--- src/rtl/sub16_serial.sv ---
// sub16_serial: bit-serial two's-complement subtractor.
//
// Computes A - B as A + ~B + 1 with a single full-adder slice, one bit per
// clock, LSB first, over NUMBITS cycles. The flag set is borrow, zero and
// signed overflow. A start/done handshake frames each operation.
//
// Ports:
//   clk         rising-edge clock
//   rst         synchronous, active-high reset
//   start       operation request, sampled only while idle
//   A, B        minuend / subtrahend, captured on the accepting edge
//   busy        high while bits are being processed (NUMBITS cycles)
//   done        one-cycle pulse; diff and flags are valid from this cycle on
//   diff        A - B modulo 2^NUMBITS
//   borrowflag  1 when unsigned A < B (inverted final carry)
//   zero        1 when diff == 0
//   overflow    signed overflow of A - B
module sub16_serial #(
  parameter int unsigned NUMBITS = 16
) (
  input  logic               clk,
  input  logic               rst,
  input  logic               start,
  input  logic [NUMBITS-1:0] A,
  input  logic [NUMBITS-1:0] B,
  output logic               busy,
  output logic               done,
  output logic [NUMBITS-1:0] diff,
  output logic               borrowflag,
  output logic               zero,
  output logic               overflow
);

  localparam int unsigned CntW = (NUMBITS > 2) ? $clog2(NUMBITS) : 1;
  localparam logic [CntW-1:0] LastCnt = CntW'(NUMBITS - 1);

  typedef enum logic [1:0] {
    StIdle,
    StRun,
    StDone
  } state_e;

  state_e             state;
  logic [NUMBITS-1:0] ra;   // minuend, shifted right each bit
  logic [NUMBITS-1:0] rb;   // inverted subtrahend, shifted right each bit
  logic [NUMBITS-1:0] rr;   // result, filled from the MSB end
  logic               c;    // serial carry; starts at 1 to form the +1 of ~B + 1
  logic [CntW-1:0]    cnt;
  logic               sa;
  logic               sb;

  // Serial full-adder slice and the result as it will look after this edge.
  logic               s;
  logic               c_next;
  logic [NUMBITS-1:0] rr_next;

  always_comb begin
    s       = ra[0] ^ rb[0] ^ c;
    c_next  = (ra[0] & rb[0]) | (ra[0] & c) | (rb[0] & c);
    rr_next = {s, rr[NUMBITS-1:1]};
  end

  always_ff @(posedge clk) begin
    if (rst) begin
      state      <= StIdle;
      ra         <= '0;
      rb         <= '0;
      rr         <= '0;
      c          <= 1'b0;
      cnt        <= '0;
      sa         <= 1'b0;
      sb         <= 1'b0;
      busy       <= 1'b0;
      done       <= 1'b0;
      diff       <= '0;
      borrowflag <= 1'b0;
      zero       <= 1'b0;
      overflow   <= 1'b0;
    end else begin
      unique case (state)
        StIdle: begin
          done <= 1'b0;
          if (start) begin
            ra    <= A;
            rb    <= ~B;
            rr    <= '0;
            c     <= 1'b1;
            cnt   <= '0;
            sa    <= A[NUMBITS-1];
            sb    <= B[NUMBITS-1];
            busy  <= 1'b1;
            state <= StRun;
          end
        end

        StRun: begin
          ra  <= ra >> 1;
          rb  <= rb >> 1;
          c   <= c_next;
          rr  <= rr_next;
          cnt <= cnt + 1'b1;
          if (cnt == LastCnt) begin
            // Outputs are only written here so they hold through later runs.
            state      <= StDone;
            busy       <= 1'b0;
            done       <= 1'b1;
            diff       <= rr_next;
            borrowflag <= ~c_next;
            zero       <= (rr_next == '0);
            overflow   <= (sa != sb) && (rr_next[NUMBITS-1] != sa);
          end
        end

        StDone: begin
          // DONE never accepts start; the earliest next accept is in IDLE.
          done  <= 1'b0;
          state <= StIdle;
        end

        default: begin
          busy  <= 1'b0;
          done  <= 1'b0;
          state <= StIdle;
        end
      endcase
    end
  end

endmodule

--- config.mk ---
export PLATFORM = sky130hd
export DESIGN_NAME = sub16_serial
export DESIGN_NICKNAME = d
export VERILOG_FILES = /design/src/rtl/sub16_serial.sv
export SDC_FILE = /design/constraint.sdc
export NUM_CORES = 1
export LEC_CHECK = 0
export BUFFER_PORTS_ARGS = -buffer_cell sky130_fd_sc_hd__buf_4
export CORE_MARGIN = 4
export CORE_UTILIZATION = 52
export DETAILED_ROUTE_END_ITERATION = 12
export HOLD_SLACK_MARGIN = 0.08
export PLACE_DENSITY = 0.86
export SLEW_MARGIN = 0
export SYNTH_ARGS = -nofsm -noshare
export SYNTH_HDL_FRONTEND = slang
export SYNTH_SLANG_ARGS = --single-unit
--- constraint.sdc ---
create_clock -name clk -period 3.15 [get_ports clk]
set_clock_uncertainty 0.15 [all_clocks]
set_input_delay 0.945 -clock clk [delete_from_list [all_inputs] [get_ports clk]]
set_output_delay 0.945 -clock clk [all_outputs]
set_load 0.05 [all_outputs]
==> results.ini <==
[synth]
yosysWarnings = 0
synthDominantCellAreaShare_pct = 51.81
synth.most_common_cell = dfxtp_1
ys_seq_area_share_pct = 51.81
synth.avg_cell_area_sq_um = 9.298
ys_top_cells_by_count = 77 x dfxtp_1, 47 x a21oi_1, 31 x nand2_1, 19 x nand3_1
synth_area_leaders = dfxtp_1 52%, a21oi_1 7.9%, a22o_1 4.7%
synth_seq_cells = 77
synth_cell_types = 40
synth-edff-count = 0
synthFlopType = dfxtp_1
syn_inst = 320
synth_area_sq_um = 2975
async_flop_share_pct = 0
synth_fp_nets = 357
synth_top_cell_by_area = dfxtp_1

[clock_tree]
cts_tree = built
ctsLongestPathBuffers = 2
cts-root-buf = clkbuf_8
cts-hold-fix-buffers = 0
insertion_delay_ns = 0.35
cts_buffers = 9
cts-resized-gates = 0
post_cts_buffers = 0
htreeDepth = 3
cts_sinks = 77
clk_pin_slew_ns = 0.08

[die]
die_area_sq_um = 6996
coreArea_sq_um = 5540
ioPinCount = 56
start_util_pct = 53.70
dieWidth_microns = 83.64
fp.dieH_microns = 83.64
num_rows = 27

[routing]
drtPass1Iterations = 4
via_count = 2506
drc = 0
via_per_inst = 5.695
ant_nets = 0
routedWlPerCell_microns = 14.94
wl_mm = 6.572
drt_iter0_drc = 154

[grt]
grt_pass1_wl_mm = 11.01
first_global_vias = 2390
antenna_found_initial = 0
grt_max_degree = 40
use_met1_pct = 23.92
use_met2_pct = 31.02
grtUsageMet3_pct = 6.219
overflow = 0
grt-busiest-layer = met2
gr-usage-all-layers_pct = 19.39

[sta]
setup_viol = 0
finalHoldViolations = 0
fin_crit_sh_pct = 70.91
setup-tns-final_ns = 0
slew_headroom_pct = 49.55
worst_slack_ns = 0.9162
worstMarginPinSlew_ns = 0.7552
fmax_mhz = 447.7
slew_violations = 0
rsz0062_at_grt = false
fin_crit_ns = 2.234

[run]
maxCapViolCount = 0

[critical_path]
timing_worst_setup_path_type = reg -> reg
crit_fanout = 20
critical_path_required_ns = 3.21
start_kind = flop
worstPathArrival_ns = 2.30
cp-end-kind = flop

[cells_and_area]
drive_gt1_share_pct = 23.91
layout.nets = 400
syn_to_final_growth_pct = 21.83
num_antenna_cells = 0
nFillCells = 463

[placed_design]
place_hpwl_mm = 4.202
io_buffers = 55
place_ws_ns = 0.9006
place.gp.congestion = 0.7595

[hold_path]
hp-class = reg -> reg

[pwr]
total_power_w = 0.002112
p_leak_nw = 1.403
powerDensity_nw_per_um2 = 582.7
peakVddDrop_v = 0.0004792

[run_status]
status = completed

## path summary, 6_finish.rpt
path	start	end	slack [ns]	cells after the start
worst max-delay path	cnt[0]	overflow	0.92	4
worst min-delay path	ra[7]	ra[7]	0.31	2
worst max register to register	cnt[0]	overflow	0.92	4
worst min register to register	ra[7]	ra[7]	0.31	2
## cell families after synthesis
logic type,after synthesis,synth area share [%]
AO/OA/AOI/OAI,126,28.43
flip-flops,77,51.81
multiplexers,1,0.3364
AND/OR/NAND/NOR,82,13.25
buffers and inverters,32,5.088
adder cells (fa/ha/maj),2,1.093
## layer usage
metal / vias up / routed length (microns)
li1: 1253 / -
met1: 1180 / 2856
met2: 62 / 3142
met3: 11 / 444
met4: 0 / 129
met5: - / 0
## cell usage in the layout (no fill, tap or decap), types with 2 or more instances in the layout
master,synthesis,final
dfxtp_1,77,77
a2111oi_0,5,5
nor3_1,3,3
o21a_1,2,2
a21oi_2,6,6
a22oi_1,15,15
nand2b_1,3,3
nand2_1,31,31
bufinv_16,0,3
clkinv_2,0,3
nor4_1,3,3
a2bb2oi_1,11,11
o21ai_0,16,16
nand3_1,19,19
buf_4,1,60
nor2_2,2,2
inv_1,4,4
nor2_1,12,12
a22o_1,16,16
a21oi_1,47,47
clkbuf_8,0,9
a211oi_1,2,2
## cell type report
class | instances | area (sq um) | area share, %
multi-input combinational | 211 | 1290 | 35.59
timing repair buffer | 60 | 450.4 | 12.43
tap | 72 | 90.09 | 2.485
inverter | 4 | 15.01 | 0.4142
clock buffer | 9 | 123.9 | 3.417
clock inverter | 7 | 113.9 | 3.141
sequential | 77 | 1541 | 42.53
## metrics by stage
stage / utilization (%) / instance area [sq um] / hold slack (ns) / std cells
2_1_floorplan: - / 2975 / 0.2860 / 320
3_5_place_dp: 61.13 / 3387 / 0.2993 / 424
5_1_grt: 65.42 / 3625 / 0.3319 / 440
6_report: 65.42 / 3625 / 0.3123 / 440
4_1_cts: 65.42 / 3625 / 0.3100 / 440
3_3_place_gp: 61.13 / 3387 / 0.2917 / 424
## flip-flops by register name, indices dropped and copies added (netlist names)
name,count
ra,16
rr,15
borrowflag,1
busy,1
rb,16
sa,1
sb,1
done,1
c,1
overflow,1
cnt,4
state,2
zero,1
diff,16
## worst max-delay path, cell delays in order (launching register included)
cell       delay, ns
dfxtp_1         0.39
ha_1            0.23
nand3_1         0.53
a2111oi_0       0.73
nor3_1          0.08
## where the power goes
part | switching [W] | internal (W) | total, W
Combinational | 0.000113 | 0.0000870 | 0.000200
Clock | 0.000358 | 0.000523 | 0.000881
Sequential | 0.0000223 | 0.00101 | 0.00103
Total | 0.000493 | 0.00162 | 0.00211
Note: power is estimated with default switching activity, not from simulation.
